File: src/rtl/spw_rx_data_in.sv
// Avalon-MM receive buffer for SpaceWire characters: codec pushes 9-bit chars, CPU pops via DATA.
// Optional EOP/EEP counter at address 3 is built when SPW_RX_EOP_COUNT_EN is defined.
module spw_rx_data_in #(
    parameter int DEPTH  = 16,
    parameter int ADDR_W = 4
) (
    input  logic        clk,
    input  logic        reset_n,
    input  logic [1:0]  address,
    input  logic        chipselect,
    input  logic        read_n,
    input  logic        write_n,
    input  logic [31:0] writedata,
    output logic [31:0] readdata,
    output logic        irq,
    input  logic [8:0]  in_data,
    input  logic        in_valid,
    output logic        in_ready
);

    localparam logic [ADDR_W:0] FULL_CNT = (ADDR_W + 1)'(DEPTH);

    logic [8:0]        mem_q [DEPTH];
    logic [ADDR_W-1:0] wr_ptr_q, wr_ptr_d;
    logic [ADDR_W-1:0] rd_ptr_q, rd_ptr_d;
    logic [ADDR_W:0]   count_q, count_d;
    logic              ovf_q, ovf_d;
    logic [1:0]        ctrl_q, ctrl_d;
    logic              irq_q;

    logic rd, wr, empty, full, push, pop, flush, ovf_evt, ovf_clr;
    logic [15:0] count_ext;

    assign rd       = chipselect & ~read_n;
    assign wr       = chipselect & ~write_n;
    assign empty    = (count_q == '0);
    assign full     = (count_q == FULL_CNT);
    assign push     = in_valid & ~full;
    assign pop      = rd & (address == 2'd0) & ~empty;
    assign flush    = wr & (address == 2'd2) & writedata[31];
    assign ovf_evt  = in_valid & full;
    assign ovf_clr  = wr & (address == 2'd1) & writedata[2];
    assign in_ready = ~full;
    assign irq      = irq_q;
    assign count_ext = 16'(count_q);

    always_comb begin
        wr_ptr_d = wr_ptr_q;
        rd_ptr_d = rd_ptr_q;
        count_d  = count_q;
        ctrl_d   = ctrl_q;
        ovf_d    = (ovf_q & ~ovf_clr) | ovf_evt;
        if (wr && address == 2'd2) begin
            ctrl_d = writedata[1:0];
        end
        // Flush wins over any push/pop in the same cycle; overflow is left alone.
        if (flush) begin
            wr_ptr_d = '0;
            rd_ptr_d = '0;
            count_d  = '0;
        end else begin
            if (push) wr_ptr_d = wr_ptr_q + 1'b1;
            if (pop)  rd_ptr_d = rd_ptr_q + 1'b1;
            case ({push, pop})
                2'b10:   count_d = count_q + 1'b1;
                2'b01:   count_d = count_q - 1'b1;
                default: count_d = count_q;
            endcase
        end
    end

    always_ff @(posedge clk or negedge reset_n) begin
        if (!reset_n) begin
            wr_ptr_q <= '0;
            rd_ptr_q <= '0;
            count_q  <= '0;
            ovf_q    <= 1'b0;
            ctrl_q   <= 2'b00;
            irq_q    <= 1'b0;
        end else begin
            wr_ptr_q <= wr_ptr_d;
            rd_ptr_q <= rd_ptr_d;
            count_q  <= count_d;
            ovf_q    <= ovf_d;
            ctrl_q   <= ctrl_d;
            irq_q    <= (ctrl_q[0] & ~empty) | (ctrl_q[1] & ovf_q);
        end
    end

    always_ff @(posedge clk) begin
        if (push && !flush) begin
            mem_q[wr_ptr_q] <= in_data;
        end
    end

`ifdef SPW_RX_EOP_COUNT_EN
    logic [15:0] eop_cnt_q;
    logic        eop_hit;

    assign eop_hit = push & ~flush & in_data[8] & (in_data[7:1] == 7'd0);

    always_ff @(posedge clk or negedge reset_n) begin
        if (!reset_n) begin
            eop_cnt_q <= '0;
        end else if (wr && address == 2'd3) begin
            eop_cnt_q <= '0;
        end else if (eop_hit) begin
            eop_cnt_q <= eop_cnt_q + 16'd1;
        end
    end

    logic [28:0] unused_wdata;
    assign unused_wdata = {writedata[30:3], writedata[1:0] == 2'b00 ? 1'b0 : 1'b1};
`else
    logic [15:0] eop_cnt_q;
    assign eop_cnt_q = 16'd0;

    logic [27:0] unused_wdata;
    assign unused_wdata = writedata[30:3];
`endif

    always_comb begin
        readdata = 32'd0;
        case (address)
            2'd0: if (!empty) readdata = {1'b1, 22'd0, mem_q[rd_ptr_q]};
            2'd1: readdata = {16'd0, count_ext[7:0], 5'd0, ovf_q, full, empty};
            2'd2: readdata = {30'd0, ctrl_q};
            default: readdata = {16'd0, eop_cnt_q};
        endcase
    end

endmodule

File: config.mk
export PLATFORM = sky130hd
export DESIGN_NAME = spw_rx_data_in
export DESIGN_NICKNAME = d
export VERILOG_FILES = /design/src/rtl/spw_rx_data_in.sv
export SDC_FILE = /design/constraint.sdc
export NUM_CORES = 1
export LEC_CHECK = 0
export CAP_MARGIN = 20
export CORE_ASPECT_RATIO = 1.1
export CORE_UTILIZATION = 42
export DETAILED_ROUTE_END_ITERATION = 16
export DONT_BUFFER_PORTS = 1
export GPL_ROUTABILITY_DRIVEN = 1
export SYNTH_ARGS = -nofsm -noshare
export SYNTH_HDL_FRONTEND = slang
export SYNTH_SLANG_ARGS = --single-unit
File: constraint.sdc
create_clock -name clk -period 3.5 [get_ports clk]
set_input_delay 0.35 -clock clk [delete_from_list [all_inputs] [get_ports clk]]
set_output_delay 0.35 -clock clk [all_outputs]
set_load 0.05 [all_outputs]
After elaboration in Yosys (flattened, before gate mapping). Memories as Yosys holds them, arrays and structs flattened. Cells that the tools add are included.

Word-level logic and storage cells: 54. RAM bits: 144. Flip-flop bits (word level): 17. Memories kept: 1. Output and inout bits: 34. Bits of input ports: 49.

Memory list: mem_q (words 16, bits a word 9, read ports 1, clocked after Yosys merged registers in 0, wr ports 1, RTL line 23) `logic [8:0] mem_q [DEPTH];`.

Equal/unequal tests: 5. Multiplexer cells: 10. Bitwise gates (word level): 20. Reductions and logical operators: 8. Add/subtract/negate cells: 4.

Operator list (count): 32-bit case mux with 3 select lines (1); 32-bit 2-to-1 mux (1); 4-bit 2-to-1 mux (4); 1-bit AND (13); 5-bit case mux with 2 select lines (1); 4-bit by 1-bit adder with 4-bit output (second input constant) (2); 5-bit by 1-bit adder with 5-bit output (second input constant) (1); 5-bit equality test (second input constant) (1); 5-bit logical NOT (1); 5-bit 2-to-1 mux (1); 1-bit inverter (5); 5-bit by 1-bit subtractor with 5-bit output (second input constant) (1); 2-bit by 1-bit equality test with 1-bit output (second input constant) (2); 2-bit equality test (second input constant) (2); 2-bit nonzero test (2); 3-bit nonzero test (1); 1-bit logical AND (2); 2-bit logical NOT (1); 1-bit 2-to-1 mux (2); 1-bit OR (2); 1-bit logical NOT (1).

Longest topological paths before layout. Gate-level depths: netlist (run 1).

Word-level depth: 8. Depth in mapped cells: 12. Depth with buffers taken out: 10.

Least setup slack after synthesis (run 1). No wires, ideal clock.

Kind: reg2out. Start: register rd_ptr_q[2]. End: output readdata[1]. Data arrival time: 2.555 ns. Data required time: 3.150 ns. Stages on the path, launching flop included: 9. Path slack: 0.595 ns. Path buffers: 3. Cells stage by stage: dfrtp_1 > buf_2 > buf_4 > buf_4 > mux2i_1 > a22o_1 > nor4_1 > a21oi_1 > o21ai_0.

Longest elaborated chain between the ends: 3.

Ends and longest elaborated chain: from (decl) (RTL line 25) `logic [ADDR_W-1:0] rd_ptr_q, rd_ptr_d;`; from (signal assigned) (RTL line 82) `rd_ptr_q <= rd_ptr_d;`; memory read 16 x 9 bit; 32-bit 2-to-1 mux (RTL line 125) `2'd0: if (!empty) readdata = {1'b1, 22'd0, mem_q[rd_ptr_q]};`; 32-bit case mux with 3 select lines (RTL line 124) `case (address)`; to (decl) (RTL line 14) `output logic [31:0] readdata,`.

Every way passes these cells.

Final worst setup path (run 1).
Start: register rd_ptr_q[0]. End: output readdata[7].

The elaborated chain is that of the path after synthesis.

==> flow_metrics.tcl, run 1 <==
set metrics [dict create \
    status "completed" \
    yosysMostFrequentCell "edfxtp_1" \
    setup_tns_ns 0 \
    placed_area_sq_mm 0.007101 \
    cts_setup_buffers 0 \
    synth_edf_count 144 \
    period_minus_slack_ns 3.100 \
    grt_overflow 0 \
    dieWidth_um 123.6 \
    avgSynthCellArea_sq_um 17.65 \
    fmax_mhz 322.6 \
    worstPathArrival_ns 2.75 \
    postCtsHoldBufs 7 \
    drt-initial-drc-count 298 \
    synth_flop_cell "edfxtp_1" \
    power_density_mw_per_mm2 749.4 \
    rsz0062_at_grt "false" \
    start_util 0.4324 \
    hold_path.class "input port to flop" \
    vias 3489 \
    clk_latency_ns 0.42 \
    wl_met3_um 879 \
    synth-compound-area-share 0.02822 \
    routed_wl_um 14140 \
    worst-setup-path-type "flop to primary output" \
    ys_seq_elements 161 \
    slew_viol_final 0 \
    ys.warnings.count 0 \
    tightestPinTransition_ns 0.9713 \
    slew_headroom 0.3490 \
    worst_ir_drop_vdd_v 0.0006241 \
    synth_top_family_by_area "multiplexers" \
    grt_max_degree 24 \
    num_antenna_cells 0 \
    nets 478 \
    synth_top_area_cell "edfxtp_1" \
    utilization 0.4966 \
    routed_wire_length_per_instance_um 22.24 \
    seq_area_frac_synth 0.6955 \
    cts_resized 0 \
    cts.sinks 161 \
    synth_top_area_share 0.6332 \
    cts_tree "yes" \
    synthAdderAreaFrac 0.01099 \
    grt_antenna_before_repair 0 \
    muxShareOfSynthArea 0.1460 \
    cts_buffer_depth 2 \
    port_buffers 0 \
    coreArea_sq_mm 0.01580 \
    yosys.area_share.simple 0.06889 \
    fin_area_sq_mm 0.007844 \
    syn2layout_area_growth_pct 14.86 \
    synth.top_cells.by_count "edfxtp_1, mux4_2, buf_4" \
    die_area_sq_mm 0.01677 \
    finalSetupViolCount 0 \
    die_y_um 135.7 \
    wl_met2_um 7419 \
    root_buffer "clkbuf_16" \
    htree_levels 4 \
    hpwl_um 8722 \
    async_flop_share 0.1056 \
    drc 0 \
    fin_crit_sh 0.8857 \
    grt_pass1_vias 3503 \
    cp-end-kind "primary output" \
    synthTopCellsByArea "edfxtp_1, mux4_2, dfrtp_1" \
    ant_nets 0 \
    p_leak_nw 2.637 \
    skew_ns 0.01092 \
    synth_xor_area_frac 0.01154 \
    ys_types 43 \
    synth_area_sq_mm 0.006829 \
    drive_gt1_frac 0.2385 \
    hold_viol 0 \
    clk_pin_slew_ns 0.06 \
    drt-pass1-iter-count 5 \
    vias_per_cell 5.486 \
    globalplace.congestion 0.7689 \
    drv_cap 0 \
    topRoutingLayerUsed "met4" \
    critPathMaxFanout 23 \
    critPathLaunchType "flop" \
    synth_cells 387 \
    cp.required_ns 3.15 \
    rows 48 \
    grtUsageTotal 0.1802 \
    ff2ff_setup_slack_ns 0.70 \
    grt_pass1_wl_um 20750 \
    numCtsBuffers 17 \
    wl_met1_um 5709 \
    pin_count 83 \
]
## sequential cells by signal (all words and copies together) (netlist names)
name,count
mem_q,144
irq,1
wr_ptr_q,4
rd_ptr_q,4
ovf_q,1
ctrl_q,2
count_q,5
## critical path: stages, from the launching register on
cell and delay (ns):
dfrtp_2 0.86, mux4_2 0.60, mux4_2 0.48, and2_1 0.36
## final cells by class
cell class                      count  area (sq um)
Tap cell                          200         250.2
Clock buffer                       18         429.2
Timing Repair Buffer               38         327.8
Clock inverter                     14         143.9
Sequential cell                   161          4752
Inverter                            7         26.28
Multi-Input combinational cell    198          1914
Fill cell                        1302          7951
## power by group
part	switching, W	internal [W]
Combinational	0.000763	0.000674
Sequential	0.000319	0.00233
Clock	0.000787	0.00101
Total	0.00187	0.00401
## kinds of logic (layout without fill, tap and decap cells)
| group | count (synthesis) | after routing |
|---|---|---|
| XOR/XNOR | 9 | 9 |
| adder cells (fa/ha/maj) | 6 | 6 |
| AO/OA/AOI/OAI | 28 | 28 |
| buffers and inverters | 45 | 77 |
| other | 1 | 18 |
| AND/OR/NAND/NOR | 84 | 84 |
| flip-flops | 161 | 161 |
| multiplexers | 53 | 53 |
## layer usage
layer | GRT usage | up-vias
met5 | 0 | -
met4 | 0.05823 | 0
met3 | 0.04882 | 13
met2 | 0.2981 | 118
met1 | 0.2289 | 1799
li1 | - | 1559
## metrics by stage
stage	hold slack (ns)	cells	total power (W)	setup slack, ns
2_1_floorplan	0.05441	404	0.003762	0.5954
3_3_place_gp	0.05475	587	0.004096	0.7507
3_5_place_dp	0.05480	587	0.004129	0.7218
4_1_cts	0.00007730	626	0.005931	0.3221
5_1_grt	-0.0003614	636	0.006158	0.2066
6_report	0.02062	636	0.005878	0.4002
## cells in the final DEF (no fill, tap or decap), types with 6 or more instances in the layout
cell type | netlist | final
a21oi_1 | 7 | 7
and2_1 | 15 | 15
buf_4 | 21 | 21
clkbuf_16 | 0 | 17
conb_1 | 1 | 18
dfrtp_1 | 17 | 15
dlygate4sd3_1 | 0 | 17
edfxtp_1 | 144 | 144
ha_1 | 6 | 6
inv_1 | 7 | 7
inv_6 | 0 | 6
mux2i_1 | 13 | 13
mux4_2 | 37 | 37
nor2_1 | 20 | 19
nor2b_1 | 7 | 7
nor3_2 | 1 | 7
o21ai_0 | 7 | 6
## path summary, 6_finish.rpt
| kind | start | to | cells past startpoint |
|---|---|---|---|
| max in group asynchronous | reset_n | rd_ptr_q[0] | 1 |
| hold / removal | in_data[2] | mem_q[8][2] | 0 |
| setup reg to reg | count_q[1] | count_q[4] | 10 |
| hold reg to reg | ctrl_q[0] | irq | 1 |
| min in group asynchronous | reset_n | count_q[4] | 1 |
| setup / recovery | rd_ptr_q[0] | readdata[7] | 3 |
Power figures use the tool's default switching activity.
==> inputs of run 2 (changes only) <==
--- a/config.mk
+++ b/config.mk
@@ -8,6 +8,7 @@
 export CAP_MARGIN = 20
 export CORE_ASPECT_RATIO = 1.1
 export CORE_UTILIZATION = 42
+export CTS_BUF_LIST = sky130_fd_sc_hd__clkbuf_16
 export DETAILED_ROUTE_END_ITERATION = 16
 export DONT_BUFFER_PORTS = 1
 export GPL_ROUTABILITY_DRIVEN = 1
==> run 2 against run 1 <==
  * Hold slack about the same
  * Worst setup slack improved by 0.011 ns
  * Non-clock buffer count increased by 3
  * Sequential power is essentially flat
  * Critical endpoint is now readdata[5]
  * Highest routed layer unchanged
  * Maximum frequency increased by 0.37%
  * Design area grew 0.38%
  * Sequential share of layout area shrank 0.23 points
  * Utilization rose by 0.19 points
==> flow_metrics.tcl, run 2 (synthesized netlist as in run 1, its figures left out) <==
set metrics [dict create \
    r2r_start "count_q[1]" \
    slew_viol_final 0 \
    mostFrequentLayoutCells "edfxtp_1, mux4_2, buf_4, dlygate4sd3_1, nor2_1" \
    die_area_sq_mm 0.01677 \
    worst_ir_drop_vdd_v 0.0006252 \
    pin_count 83 \
    status "completed" \
    nets 481 \
    p_switching_w 0.001871 \
    routed_wl_um 14140 \
    cts_buffer_depth 2 \
    tightestPinTransition_ns 1.018 \
    final_cell_count_no_fill 639 \
    critPathLaunchType "flop" \
    crit_path_top_delay_cell "dfrtp_2" \
    drt-initial-drc-count 296 \
    sw_frac_of_total 0.3183 \
    finalSetupViolCount 0 \
    globalplace.congestion 0.7689 \
    skew_ns 0.01285 \
    fmax_mhz 323.8 \
    hold_path.class "input port to flop" \
    root_buffer "clkbuf_16" \
    drive_gt1_frac 0.2369 \
    worst-setup-path-type "flop to primary output" \
    num_antenna_cells 0 \
    hpwl_um 8722 \
    grt_pass1_vias 3517 \
    grt_overflow 0 \
    crit_path_max_incr_delay_ns 0.86 \
    cts_setup_buffers 0 \
    crit_chain "mux4_2, mux4_2, and2_1" \
    period_minus_slack_ns 3.088 \
    cp-end-kind "primary output" \
    clk_pin_slew_ns 0.06 \
    ff2ff_setup_slack_ns 0.68 \
    start_util 0.4324 \
    critPathMaxFanout 23 \
    port_buffers 0 \
    drt-pass1-iter-count 4 \
    cp.required_ns 3.15 \
    cts_tree "yes" \
    reg_top3 "mem_q x144, count_q x5" \
    htree_levels 4 \
    r2r-end "count_q[4]" \
    regMostFlops "mem_q" \
    vias 3481 \
    final_common_cell "edfxtp_1" \
    grt_antenna_before_repair 0 \
    setup_tns_ns 0 \
    crit_path_start "rd_ptr_q[0]" \
    vias_per_cell 5.448 \
    fin_ws_ns 0.4116 \
    p_seq_frac 0.451 \
    slew_headroom 0.3176 \
    dp_slack_ns 0.7218 \
    cts_resized 0 \
    numCtsBuffers 17 \
    rsz0062_at_grt "false" \
    endpoint "readdata[5]" \
    p_int_w 0.004009 \
    die_y_um 135.7 \
    grtUsageTotal 0.1810 \
    reg2regPathDepth 10 \
    holdWs_ns 0.02029 \
    routed_wire_length_per_instance_um 22.13 \
    cp_common_cell "mux4_2" \
    worstPathArrival_ns 2.74 \
    syn2layout_area_growth_pct 15.30 \
    clk_latency_ns 0.42 \
    drc 0 \
    cts.sinks 161 \
    rows 48 \
    coreArea_sq_mm 0.01580 \
    clock_power_share 0.304 \
    dieWidth_um 123.6 \
    p_comb_frac 0.245 \
    grt_pass1_wl_um 20820 \
    largest_reg_flops 144 \
    fin_crit_sh 0.8824 \
    ant_nets 0 \
    hold_viol 0 \
    drv_cap 0 \
    power_density_mw_per_mm2 746.8 \
    dp_cells 587 \
    p_leak_nw 2.654 \
    grt_max_degree 24 \
]
## run 2: layer usage
metal	track usage	vias up	wire length (um)
met5	0	-	0
met4	0.05823	0	72
met3	0.04882	6	1188
met2	0.3006	134	7422
met1	0.2289	1774	5460
li1	-	1567	-
## run 2: critical path: cells and delay by family, from the launching register on
family,cells,cell delay (ns)
DFF,1,0.86
muxes,2,1.09
and+or+nand+nor,1,0.34
## run 2: cell type report
class	count	area, sq um
Fill cell	1301	7921
Sequential cell	161	4752
Multi-Input combinational cell	198	1914
Clock buffer	17	425.4
Timing Repair Buffer	41	357.8
Tap cell	200	250.2
Clock inverter	15	147.6
Inverter	7	26.28
## run 2: worst min-delay path by stage
stage	depth (start not counted)	slack [ns]	startpoint	end
floorplan	0	0.05	reset_n	count_q[0]
global placement	0	0.05	reset_n	irq
detailed placement	0	0.05	reset_n	irq
CTS	0	0.00008	in_data[3]	mem_q[14][3]
global route	0	-0.0004	in_data[2]	mem_q[12][2]
finish	0	0.02	in_data[2]	mem_q[8][2]
## run 2: power groups by stage
stage	registers [W]	logic, W	clock network, W
after floorplan	0.00246	0.00130	0
after global routing	0.00269	0.00156	0.00190
after CTS	0.00266	0.00145	0.00182
final	0.00265	0.00144	0.00179
after global placement	0.00269	0.00141	0
after detailed placement	0.00270	0.00143	0
## run 2: what timing repair did
action,in CTS,in global routing
setup endpoints to repair,0,0
hold endpoints to repair,36,40
hold buffers,10,10
## run 2: stage by stage
stage               cell area (sq um)  utilization  total power, W
finish                           7874       0.4985        0.005880
global route                     7874       0.4985        0.006158
CTS                              7774       0.4922        0.005932
detailed placement               7101       0.4495        0.004129
global placement                 7101       0.4495        0.004096
floorplan                        6893            -        0.003762
